<file path="config.mk">
export PLATFORM = sky130hd
export DESIGN_NAME = ins_prefetch_unit
export DESIGN_NICKNAME = d
export VERILOG_FILES = /design/src/rtl/ifu_pkg.sv /design/src/rtl/ins_fifo.sv /design/src/rtl/ins_prefetch_unit.sv
export SDC_FILE = /design/constraint.sdc
export NUM_CORES = 1
export LEC_CHECK = 0
export BUFFER_PORTS_ARGS = -buffer_cell sky130_fd_sc_hd__buf_4
export CAP_MARGIN = 20
export CORE_ASPECT_RATIO = 1.1
export CORE_MARGIN = 1.5
export CORE_UTILIZATION = 35
export DETAILED_ROUTE_END_ITERATION = 6
export GPL_TIMING_DRIVEN = 0
export PLACE_DENSITY_LB_ADDON = 0.08
export SLEW_MARGIN = 20
export SYNTH_ARGS = -nofsm -noshare
export SYNTH_HDL_FRONTEND = slang
export SYNTH_SLANG_ARGS = --single-unit
</file>
<file path="constraint.sdc">
create_clock -name clock -period 2.2 [get_ports clock]
set_input_delay 0.33 -clock clock [delete_from_list [all_inputs] [get_ports clock]]
set_output_delay 0.33 -clock clock [all_outputs]
set_load 0.005 [all_outputs]
</file>
<file path="src/rtl/ifu_pkg.sv">
// Shared instruction-fetch definitions: fetch FSM encoding and halt-word decode.
// Used by the prefetch unit, the instruction checker and the control unit.
package ifu_pkg;

    typedef enum logic [1:0] {
        IDLE = 2'd0,
        REQ  = 2'd1,
        HALT = 2'd2
    } fetch_state_t;

    localparam logic [5:0] HALT_OPCODE = 6'b111111;
    localparam logic [1:0] SUB_STOP    = 2'b11;
    localparam logic [1:0] SUB_END     = 2'b00;

    // Both stop and end words freeze fetching until resumed or redirected.
    function automatic logic is_halt_word(input logic [5:0] opcode, input logic [1:0] sub);
        return (opcode == HALT_OPCODE) && ((sub == SUB_STOP) || (sub == SUB_END));
    endfunction

endpackage

</file>
<file path="src/rtl/ins_fifo.sv">
// Small synchronous FIFO with flush; head word is read straight from storage
// so a pushed word is visible the cycle after the push.
module ins_fifo #(
    parameter int width = 32,
    parameter int depth = 4
) (
    input  logic                       clock,
    input  logic                       reset_n,
    input  logic                       push_in,
    input  logic [width-1:0]           data_in,
    input  logic                       pop_in,
    input  logic                       flush_in,
    output logic [width-1:0]           data_out,
    output logic                       full_out,
    output logic                       empty_out,
    output logic [$clog2(depth):0]     count_out
);

    localparam int AW = $clog2(depth);
    localparam int CW = AW + 1;

    logic [width-1:0] mem_q [depth];
    logic [AW-1:0]    wr_ptr_q, wr_ptr_d;
    logic [AW-1:0]    rd_ptr_q, rd_ptr_d;
    logic [CW-1:0]    count_q, count_d;
    logic             pop_ok;
    logic             push_ok;

    assign empty_out = (count_q == '0);
    assign full_out  = (count_q == CW'(depth));
    assign count_out = count_q;

    // Pops on an empty FIFO are ignored; a push into a full FIFO only lands
    // when a pop frees the head slot in the same cycle.
    assign pop_ok  = pop_in && !empty_out;
    assign push_ok = push_in && (!full_out || pop_ok);

    always_comb begin
        wr_ptr_d = wr_ptr_q;
        rd_ptr_d = rd_ptr_q;
        count_d  = count_q;
        if (flush_in) begin
            wr_ptr_d = '0;
            rd_ptr_d = '0;
            count_d  = '0;
        end else begin
            if (push_ok) wr_ptr_d = wr_ptr_q + AW'(1);
            if (pop_ok)  rd_ptr_d = rd_ptr_q + AW'(1);
            count_d = count_q + CW'(push_ok) - CW'(pop_ok);
        end
    end

    always_ff @(posedge clock or negedge reset_n) begin
        if (!reset_n) begin
            wr_ptr_q <= '0;
            rd_ptr_q <= '0;
            count_q  <= '0;
        end else begin
            wr_ptr_q <= wr_ptr_d;
            rd_ptr_q <= rd_ptr_d;
            count_q  <= count_d;
        end
    end

    always_ff @(posedge clock) begin
        if (push_ok && !flush_in) mem_q[wr_ptr_q] <= data_in;
    end

    // Force zero while empty so stale words never leak after a flush.
    assign data_out = empty_out ? '0 : mem_q[rd_ptr_q];

endmodule

</file>
<file path="src/rtl/ins_prefetch_unit.sv">
// Instruction prefetch: owns the PC, issues one outstanding read at a time,
// buffers returned words and presents the head to the instruction checker.
module ins_prefetch_unit
    import ifu_pkg::*;
#(
    parameter int                    bus_width  = 32,
    parameter int                    addr_width = 16,
    parameter int                    fifo_depth = 4,
    parameter logic [addr_width-1:0] reset_pc   = '0
) (
    input  logic                  clock,
    input  logic                  reset_n,
    input  logic                  pc_choice_in,
    input  logic [addr_width-1:0] target_in,
    input  logic                  resume_in,
    output logic                  mem_req_out,
    output logic [addr_width-1:0] mem_addr_out,
    input  logic                  mem_ack_in,
    input  logic [bus_width-1:0]  mem_data_in,
    output logic [bus_width-1:0]  ins_out,
    output logic                  wait_for_next_out,
    input  logic                  ins_taken_in,
    output logic                  halted_out
);

    localparam int CW = $clog2(fifo_depth) + 1;

    fetch_state_t          state_q, state_d;
    logic [addr_width-1:0] pc_q, pc_d;
    logic                  mem_req_q, mem_req_d;
    logic [addr_width-1:0] mem_addr_q, mem_addr_d;
    logic                  halted_q, halted_d;

    logic                  redirect;
    logic                  push;
    logic                  pop_ok;
    logic                  halt_word;
    logic                  fifo_full;
    logic                  fifo_empty;
    logic [CW-1:0]         fifo_count;
    logic [CW-1:0]         count_after;

    assign redirect  = !pc_choice_in;
    // An ack that coincides with a redirect belongs to the abandoned stream.
    assign push      = (state_q == REQ) && mem_ack_in && !redirect;
    assign pop_ok    = ins_taken_in && !fifo_empty;
    assign halt_word = is_halt_word(mem_data_in[bus_width-1 -: 6], mem_data_in[bus_width-7 -: 2]);

    // Occupancy after this cycle's push/pop; a new request needs a slot here.
    assign count_after = fifo_count + CW'(push) - CW'(pop_ok);

    always_comb begin
        state_d = state_q;
        pc_d    = pc_q;
        if (redirect) begin
            state_d = IDLE;
            pc_d    = target_in;
        end else begin
            unique case (state_q)
                IDLE: begin
                    if (!fifo_full || pop_ok) state_d = REQ;
                end
                REQ: begin
                    if (mem_ack_in) begin
                        pc_d = pc_q + addr_width'(1);
                        if (halt_word)
                            state_d = HALT;
                        else if (count_after < CW'(fifo_depth))
                            state_d = REQ;
                        else
                            state_d = IDLE;
                    end
                end
                HALT: begin
                    if (resume_in) state_d = IDLE;
                end
                default: state_d = IDLE;
            endcase
        end
        mem_req_d  = (state_d == REQ);
        mem_addr_d = mem_req_d ? pc_d : '0;
        halted_d   = (state_d == HALT);
    end

    always_ff @(posedge clock or negedge reset_n) begin
        if (!reset_n) begin
            state_q    <= IDLE;
            pc_q       <= reset_pc;
            mem_req_q  <= 1'b0;
            mem_addr_q <= '0;
            halted_q   <= 1'b0;
        end else begin
            state_q    <= state_d;
            pc_q       <= pc_d;
            mem_req_q  <= mem_req_d;
            mem_addr_q <= mem_addr_d;
            halted_q   <= halted_d;
        end
    end

    assign mem_req_out  = mem_req_q;
    assign mem_addr_out = mem_addr_q;
    assign halted_out   = halted_q;

    ins_fifo #(
        .width (bus_width),
        .depth (fifo_depth)
    ) u_fifo (
        .clock     (clock),
        .reset_n   (reset_n),
        .push_in   (push),
        .data_in   (mem_data_in),
        .pop_in    (ins_taken_in),
        .flush_in  (redirect),
        .data_out  (ins_out),
        .full_out  (fifo_full),
        .empty_out (fifo_empty),
        .count_out (fifo_count)
    );

    assign wait_for_next_out = fifo_empty;

endmodule

</file>
==> results of run 1 <==
==> registers in the layout, indices dropped and copies added, names as in the netlist <==
name and cells:
state_q 2, mem_req_out 1, pc_q 16, mem_addr_out 16, u_fifo.rd_ptr_q 2, halted_out 1
u_fifo.wr_ptr_q 2, u_fifo.count_out 3, u_fifo.mem_q 128
==> layout by cell type (no fill, tap or decap), types with 3 or more instances in the layout <==
cell	count
a21oi_1	16
and2_4	4
and3_1	3
and4_1	3
buf_12	4
buf_4	116
buf_6	5
clkbuf_1	5
clkbuf_16	19
dfrtp_1	42
edfxtp_1	128
ha_1	6
inv_1	12
mux2i_1	3
mux4_2	32
nand2_1	14
nand3_1	3
nand4_1	4
nor2_1	27
nor2b_1	39
xnor2_1	10
xor2_1	9
==> critical path: stages (launching register included) <==
cell	delay, ns
dfrtp_1	0.33
buf_6	0.15
buf_12	0.16
mux4_2	0.49
nor2b_1	0.17
buf_4	0.14
==> logic make-up (layout without fill, tap and decap cells) <==
group,Yosys count,count (layout)
XOR/XNOR,20,20
AO/OA/AOI/OAI,31,31
buffers and inverters,30,180
flip-flops,171,171
adder cells (fa/ha/maj),9,9
multiplexers,35,35
AND/OR/NAND/NOR,112,112
==> final timing paths <==
check	cells after the start	endpoint	start	slack [ns]
min in group asynchronous	2	mem_addr_out[0]	reset_n	0.44
max	5	ins_out[29]	u_fifo.rd_ptr_q[0]	0.03
max in group asynchronous	2	u_fifo.count_out[1]	reset_n	1.33
min	1	u_fifo.mem_q[0][5]	mem_data_in[5]	0.11
min reg2reg	1	pc_q[13]	pc_q[13]	0.58
max reg2reg	10	mem_addr_out[7]	u_fifo.count_out[0]	0.07
==> per-stage QoR <==
step,std cells,setup TNS [ns],utilization [%],total power [mW],cell area [um2]
final,805,0,46.3,9.87,8940
after global routing,805,-1.51,46.3,10.4,8940
after CTS,802,-0.0748,45.7,9.78,8830
after detailed placement,759,-62.35,41.7,6.47,8050
after global placement,759,-53.63,41.7,6.44,8050
after floorplan,408,0,-,5.28,6960
==> metal layers <==
| metal | vias up | track usage (%) |
|---|---|---|
| met3 | 16 | 3.74 |
| met4 | 0 | 5.74 |
| met1 | 1987 | 18.0 |
| met5 | - | 0 |
| li1 | 1809 | - |
| met2 | 93 | 25.6 |
==> power by group <==
group	switching (mW)	leakage, nW	internal [mW]
registers	0.122	1.69	3.70
logic	1.38	1.38	1.74
clock network	1.17	0.287	1.76
total	2.67	3.36	7.20
==> what timing repair did <==
| action | CTS | global route |
|---|---|---|
| gates resized for setup | 33 | 14 |
| hold buffers | 1 | 0 |
| endpoints found under the hold margin | 43 | 0 |
| setup endpoints to repair | 178 | 77 |
| pin swaps | 4 | 6 |
| setup buffers | 10 | 4 |
| gates cloned | 1 | 0 |
==> final cells by class <==
type / count / area, um2
Multi-Input combinational cell: 207 / 1990
Clock inverter: 8 / 81.3
Inverter: 13 / 48.8
Tap cell: 247 / 309
Timing Repair Buffer: 120 / 927
Fill cell: 1733 / 10400
Clock buffer: 24 / 514
Buffer: 15 / 145
Sequential cell: 171 / 4920
==> results.toml, run 1 <==
[yosys]
synth_common_cells = "edfxtp_1, dfrtp_1, nor2b_1, mux4_2, nor2_1"
yosysTopAreaCell = "edfxtp_1"
async_flop_share_pct = 25.1
synth-xor-area-share_pct = 2.52
synth_top_family_by_area = "multiplexers"
synth_seq_cells = 171
syn_inst = 408
synthSimpleGateAreaFrac_pct = 9.03
yosys.area.top_type_share_pct = 55.3
synth_area_um2 = 6950
synth_edf_count = 128
syn_area_per_cell_um2 = 17.0
synth_fa_ha_area_share_pct = 1.73
syn-num-nets = 471
yosys-top-cells-area = "edfxtp_1, dfrtp_1, mux4_2"
ys_seq_area_share_pct = 70.8
synth.most_common_cell = "edfxtp_1"
synth_mux_area_share_pct = 10.8
synth_cell_types = 41
yosys_warnings = 0
synthFlopType = "edfxtp_1"
synth_compound_area_share_pct = 3.24

[route]
drc = 0
met3WireLength_um = 691
m1WireLength_um = 5980
initialDrtViolationCount = 155
ant_nets = 0
dr_wl_met2_um = 7430
drt-total-wl_um = 14400
vias = 3905
routedWlPerCell_um = 17.8
top_layer = "met4"
dr.pass1.iters = 4
routed_via_density = 4.85

[clocking]
clockBufferDepth = 2
cts_tree = "yes"
cts_max_level = 4
worstSkewPairLatency_ns = 0.42
clk_pin_slew_ns = 0.06
clock-sinks = 171
cts_root_buffer = "clkbuf_16"
tritoncts.num_buffers = 17

[timing]
slew_viol_final = 0
fin_skew_ns = 0.00810
final.min_clock_period_ns = 2.17
fin_crit_sh_pct = 98.8
tightest_slew_ns = 0.566
setup_violations = 0
relSlewSlack_pct = 62.3
clock.fmax_ghz = 0.460
finalHoldViolations = 0
worst_hold_slack_ns = 0.110
layout_setup_ws_ns = 0.0264
rsz0062_at_grt = "true"

[global_route]
grt_pass1_wl_um = 22400
grt_usage_pct = 14.9
overflow = 0
antenna_found_initial = 0
grt_pass1_vias = 4094
grt_max_degree = 44

[die]
core_um2 = 19300
die_area_um2 = 20700
row_count = 53
die-width_um = 137
ioPinCount = 105
dieHeight_um = 151
start_util_pct = 36.0

[final_layout]
n_antenna_cell = 0
drive_above_1_share_pct = 38.4
syn_to_final_growth_pct = 28.7
layout.nets = 608

[place]
io_buffers = 104
gp_congestion = 0.728
dp_hpwl_um = 9110
pre_cts_ws_ns = -0.532

[run_status]
status = "complete, no violations"

[setup_path]
crit_required_ns = 1.87
crit_path_start_kind = "register"
cp.arrival_ns = 1.84
end_kind = "output pin"
path_max_fanout = 10
criticalPathCategory = "register to output pin"

[worst_hold_path]
hold_class = "primary input to register"

[power]
vdd_drop_max_mv = 0.594
p_per_area_nw_per_um2 = 1100
p_leak_nw = 3.36

[flow_run]
drv_cap = 0
(Power assumes the default switching activity.)
==> run 2, diff against run 1 <==
CORE_UTILIZATION = 50   (was 35)
==> run 2 against run 1 <==
Against the previous run: the run now ends with negative setup slack left; total power is 0.81% higher; first-iteration DRC count is 55% higher; hold slack worse by 0.0026 ns; clock-buffer cell count is 3 higher; global-route usage is 4.7 points higher; cell area hardly changed; final cell count is 7.8% lower; via count is 0.31% lower; critical path depth is 1 higher; sequential power hardly changed; register-to-register slack better by 0.02 ns; critical path type unchanged; highest routed layer unchanged.
==> results.toml, run 2 (synthesis results as in run 1) <==
[run_status]
status = "complete, but fails checks"
violations = "negative setup slack"

[clocking]
cts_tree = "yes"
cts_max_level = 4
cts_root_buffer = "clkbuf_16"
clockBufferDepth = 2
clock-sinks = 171
clk_pin_slew_ns = 0.06
tritoncts.num_buffers = 17
worstSkewPairLatency_ns = 0.42

[setup_path]
path_buf_inv = 4
criticalPathCategory = "register to output pin"
cp.arrival_ns = 1.89
worstPathCellList = "buf_6, buf_12, buf_12, mux4_2, nor2b_4, buf_6"
end_kind = "output pin"
crit_path_start_kind = "register"
crit_required_ns = 1.87
critPathTopFamily = "multiplexers"
slowest_delay_ns = 0.50
slowest_stage = "mux4_2"
path_max_fanout = 5

[flow_run]
drv_cap = 0

[route]
routedWlPerCell_um = 18.0
drc = 0
ant_nets = 0
initialDrtViolationCount = 240
vias = 3893
dr.pass1.iters = 4
routed_via_density = 5.25
drt-total-wl_um = 13400

[power]
p_int_mw = 7.26
p_leak_nw = 3.38
power_frac_clock_pct = 28.0
combPwrFrac_pct = 33.6
sequentialPowerShare_pct = 38.4
p_sw_share_pct = 27.0
vdd_drop_max_mv = 0.618
switchingPower_mw = 2.69
p_total_mw = 9.95
p_per_area_nw_per_um2 = 1110

[timing]
tightest_slew_ns = 0.552
relSlewSlack_pct = 63.2
fin_skew_ns = 0.0107
slew_viol_final = 0
fin_tns_setup_ns = -0.138
finalHoldViolations = 0
setup_violations = 10
final.min_clock_period_ns = 2.22
clock.fmax_ghz = 0.450
layout_setup_ws_ns = -0.0214
fin_crit_sh_pct = 101
rsz0062_at_grt = "true"

[final_layout]
drive_above_1_share_pct = 38.2
regMostFlops = "u_fifo.mem_q"
final_common_cell = "edfxtp_1"
regArea_um2 = 4920
layout.nets = 608
multi_input_comb_area_um2 = 2060
fin_util_pct = 66.8
final_cell_mix = "edfxtp_1, buf_4, dfrtp_1"
n_antenna_cell = 0
syn_to_final_growth_pct = 28.6
largest_register_ffs = 128
fill_cells = 949

[place]
pre_cts_ws_ns = -0.423
gp_congestion = 0.804
dp_hpwl_um = 8250
io_buffers = 104

[worst_hold_path]
hold_class = "primary input to register"

[die]
row_count = 44
core_um2 = 13400
die-width_um = 115
ioPinCount = 105
dieHeight_um = 127
start_util_pct = 51.9
die_area_um2 = 14600

[global_route]
antenna_found_initial = 0
grt_pass1_vias = 4080
overflow = 0
grt_max_degree = 44
grt_usage_pct = 19.6
grt_pass1_wl_um = 21100
==> run 2: power by group through the flow <==
stage / registers, mW / logic [mW] / clock network (mW)
after floorplan: 3.87 / 1.40 / 0
after global placement: 3.89 / 2.48 / 0
after detailed placement: 3.90 / 2.51 / 0
after CTS: 3.82 / 2.86 / 2.81
after global routing: 3.84 / 3.62 / 2.94
final: 3.82 / 3.34 / 2.78
==> run 2: worst reg2reg max path: stages (launching register included) <==
cell and delay [ns]:
dfrtp_1 0.42, nor3_4 0.25, nor2b_4 0.08, ha_4 0.17, inv_2 0.06, ha_4 0.20
a31oi_4 0.19, xnor2_4 0.13, o21ai_4 0.25, buf_6 0.16, a211oi_2 0.05
==> run 2: per-layer routing <==
layer  part of all wire (%)  global-route usage, %  up-vias
met3                    4.0                   4.73       17
met1                     45                   26.4     1985
met5                      0                      0        -
met2                     50                   31.5       86
li1                       -                      -     1805
met4                    1.3                   6.75        0
==> run 2: worst paths after layout <==
kind / from / end / slack [ns] / cells past startpoint
worst max-delay path: u_fifo.rd_ptr_q[0] / ins_out[21] / -0.02 / 6
worst min-delay path: mem_data_in[23] / u_fifo.mem_q[2][23] / 0.11 / 1
worst max register to register: u_fifo.count_out[0] / mem_addr_out[6] / 0.09 / 10
worst min register to register: pc_q[13] / pc_q[13] / 0.56 / 1
max in group asynchronous: reset_n / u_fifo.count_out[1] / 1.35 / 2
min in group asynchronous: reset_n / pc_q[3] / 0.44 / 2
==> run 2: what timing repair did <==
action	in CTS	in global routing
hold buffers	1	0
hold endpoints to repair	43	0
setup buffers	8	4
endpoints found under the setup margin	178	176
resized for setup	32	39
pin swaps	3	4
gates cloned	2	0
==> run 2: cell type report <==
class,count,area share (%)
clock buffers,27,5.18
well taps,184,2.58
multi-input cells,207,23.1
flip-flops and latches,171,55.1
repair buffers,119,11.0
plain buffers,16,1.67
inverters,13,0.546
clock inverters,5,0.826
==> run 2: metrics by stage <==
stage	hold WS, ns	instances	instance area, um2
2_1_floorplan	0.0344	408	6960
3_3_place_gp	0.351	696	7970
3_5_place_dp	0.359	696	7970
4_1_cts	0.0933	738	8710
5_1_grt	0.0951	742	8930
6_report	0.108	742	8930
==> run 3, diff against run 2 <==
CAP_MARGIN = 30   (was 20)
CORE_MARGIN = 10   (was 1.5)
CORE_UTILIZATION = 51   (was 50)
==> run 3 against run 2 <==
Against the previous run: the run now ends clean; critical path depth is 1 lower; die area is 28% higher; final cell count is 0.54% lower; flip-flop and latch count stayed put; combinational power is 11% lower; total power is 3.9% lower; cell area is 1.9% lower; setup slack better by 0.052 ns; sequential power hardly changed; clock-buffer cell count is 3 lower; utilization is 0.76 points lower; register-to-register slack better by 0.03 ns; critical endpoint is now ins_out[25]; largest cell class unchanged; largest power group unchanged; highest routed layer unchanged.
==> results.toml, run 3 (synthesis results as in run 1) <==
[timing]
worst_hold_slack_ns = 0.116
final.min_clock_period_ns = 2.17
layout_setup_ws_ns = 0.0303
finalHoldViolations = 0
relSlewSlack_pct = 63.4
fin_skew_ns = 0.00518
clock.fmax_ghz = 0.461
setup_violations = 0
fin_crit_sh_pct = 98.6
slew_viol_final = 0
tightest_slew_ns = 0.549
rsz0062_at_grt = "true"

[route]
routedWlPerCell_um = 18.7
dr.pass1.iters = 7
drt-total-wl_um = 13800
vias = 3814
initialDrtViolationCount = 162
ant_nets = 0
drc = 0
routed_via_density = 5.17

[clocking]
clk_pin_slew_ns = 0.06
clock-sinks = 171
tritoncts.num_buffers = 17
worstSkewPairLatency_ns = 0.41
cts_tree = "yes"
cts_max_level = 4
clockBufferDepth = 2
cts_root_buffer = "clkbuf_16"

[global_route]
antenna_found_initial = 0
overflow = 0
grt_pass1_vias = 4155
grt_pass1_wl_um = 21600
grt_max_degree = 44
grt_usage_pct = 14.9

[place]
placed_cell_area_um2 = 7970
dp_cells = 696
dp_hpwl_um = 9170
pre_cts_ws_ns = -0.454
gp_congestion = 0.776
io_buffers = 104

[setup_path]
rr_worst_depth = 7
worstPathCellList = "buf_6, buf_12, mux4_2, nor2b_2, buf_4"
crit_required_ns = 1.87
reg2reg_slack_ns = 0.12
crit_path_start_kind = "register"
path_max_fanout = 9
end_kind = "output pin"
criticalPathCategory = "register to output pin"
slowest_delay_ns = 0.49
r2r-start = "u_fifo.count_out[1]"
cp.arrival_ns = 1.84
r2r_end = "u_fifo.count_out[1]"
slowest_stage = "mux4_2"

[final_layout]
largest_register_ffs = 128
regMostFlops = "u_fifo.mem_q"
n_antenna_cell = 0
layout.nets = 604
syn_to_final_growth_pct = 26.1
drive_above_1_share_pct = 37.5
final_area_um2 = 8760
fill_cells = 963
final_common_cell = "edfxtp_1"
final_cell_mix = "edfxtp_1, buf_4, dfrtp_1"
layoutNonFillerInstCount = 738

[die]
row_count = 44
die-width_um = 131
core_um2 = 13300
die_area_um2 = 18700
ioPinCount = 105
start_util_pct = 52.3
dieHeight_um = 142

[power]
power_frac_clock_pct = 28.9
p_leak_nw = 3.30
switchingPower_mw = 2.59
p_sw_share_pct = 27.1
vdd_drop_max_mv = 0.532
p_int_mw = 6.97
p_per_area_nw_per_um2 = 1090
p_total_mw = 9.56
combPwrFrac_pct = 31.1
sequentialPowerShare_pct = 40.0

[worst_hold_path]
hold_class = "primary input to register"
holdPathEnd = "u_fifo.mem_q[3][22]"
min_path_cells = 1
hp-start = "mem_data_in[22]"

[flow_run]
drv_cap = 0

[run_status]
status = "complete, no violations"
[run 3: metrics by stage]
stage	TNS (ns)	utilization, %
after floorplan	0	-
after global routing	-1.33	66.0
after detailed placement	-46.45	60.1
final	0	66.0
after global placement	-39.28	60.1
after CTS	0	65.4
[run 3: routing by layer]
metal / routed length [um] / up-vias / global-route usage (%)
li1: - / 1794 / -
met1: 5530 / 1903 / 16.8
met2: 7370 / 98 / 26.0
met3: 667 / 19 / 4.17
met4: 268 / 0 / 6.62
met5: 0 / - / 0
[run 3: layout make-up]
type / instances / area, um2 / share of cell area [%]
multi-input combinational: 207 / 1990 / 22.7
clock buffer: 24 / 482 / 5.50
inverter: 13 / 48.8 / 0.557
sequential: 171 / 4920 / 56.2
buffer: 16 / 146 / 1.67
clock inverter: 8 / 68.8 / 0.786
tap: 184 / 230 / 2.63
timing repair buffer: 115 / 870 / 9.93
[run 3: power by group through the flow]
stage | sequential [mW] | combinational [mW] | clock, mW
floorplan | 3.87 | 1.40 | 0
finish | 3.82 | 2.97 | 2.76
detailed placement | 3.89 | 2.56 | 0
CTS | 3.83 | 2.84 | 2.82
global placement | 3.88 | 2.53 | 0
global route | 3.84 | 3.25 | 2.95
[run 3: critical path: cells and delay by family, from the launching register on]
family,cells,cell delay [ns]
buffers and inverters,3,0.43
flip-flops,1,0.34
multiplexers,1,0.49
AND/OR/NAND/NOR,1,0.17
[run 3: worst max-delay path by stage]
stage / to / cells after the start / startpoint
finish: ins_out[25] / 5 / u_fifo.rd_ptr_q[0]
global route: ins_out[10] / 5 / u_fifo.rd_ptr_q[0]
CTS: ins_out[7] / 5 / u_fifo.rd_ptr_q[0]
detailed placement: mem_addr_out[7] / 10 / u_fifo.count_out[1]
global placement: mem_addr_out[4] / 10 / u_fifo.count_out[1]
floorplan: mem_addr_out[4] / 10 / u_fifo.count_out[0]
[run 3: what timing repair did]
| item | in CTS | in global routing |
|---|---|---|
| cloned | 1 | 0 |
| buffers inserted | 5 | 4 |
| resized for setup | 34 | 8 |
| hold endpoints to repair | 43 | 0 |
| endpoints found under the setup margin | 178 | 46 |
| hold buffers | 1 | 0 |
| pin swaps | 3 | 4 |
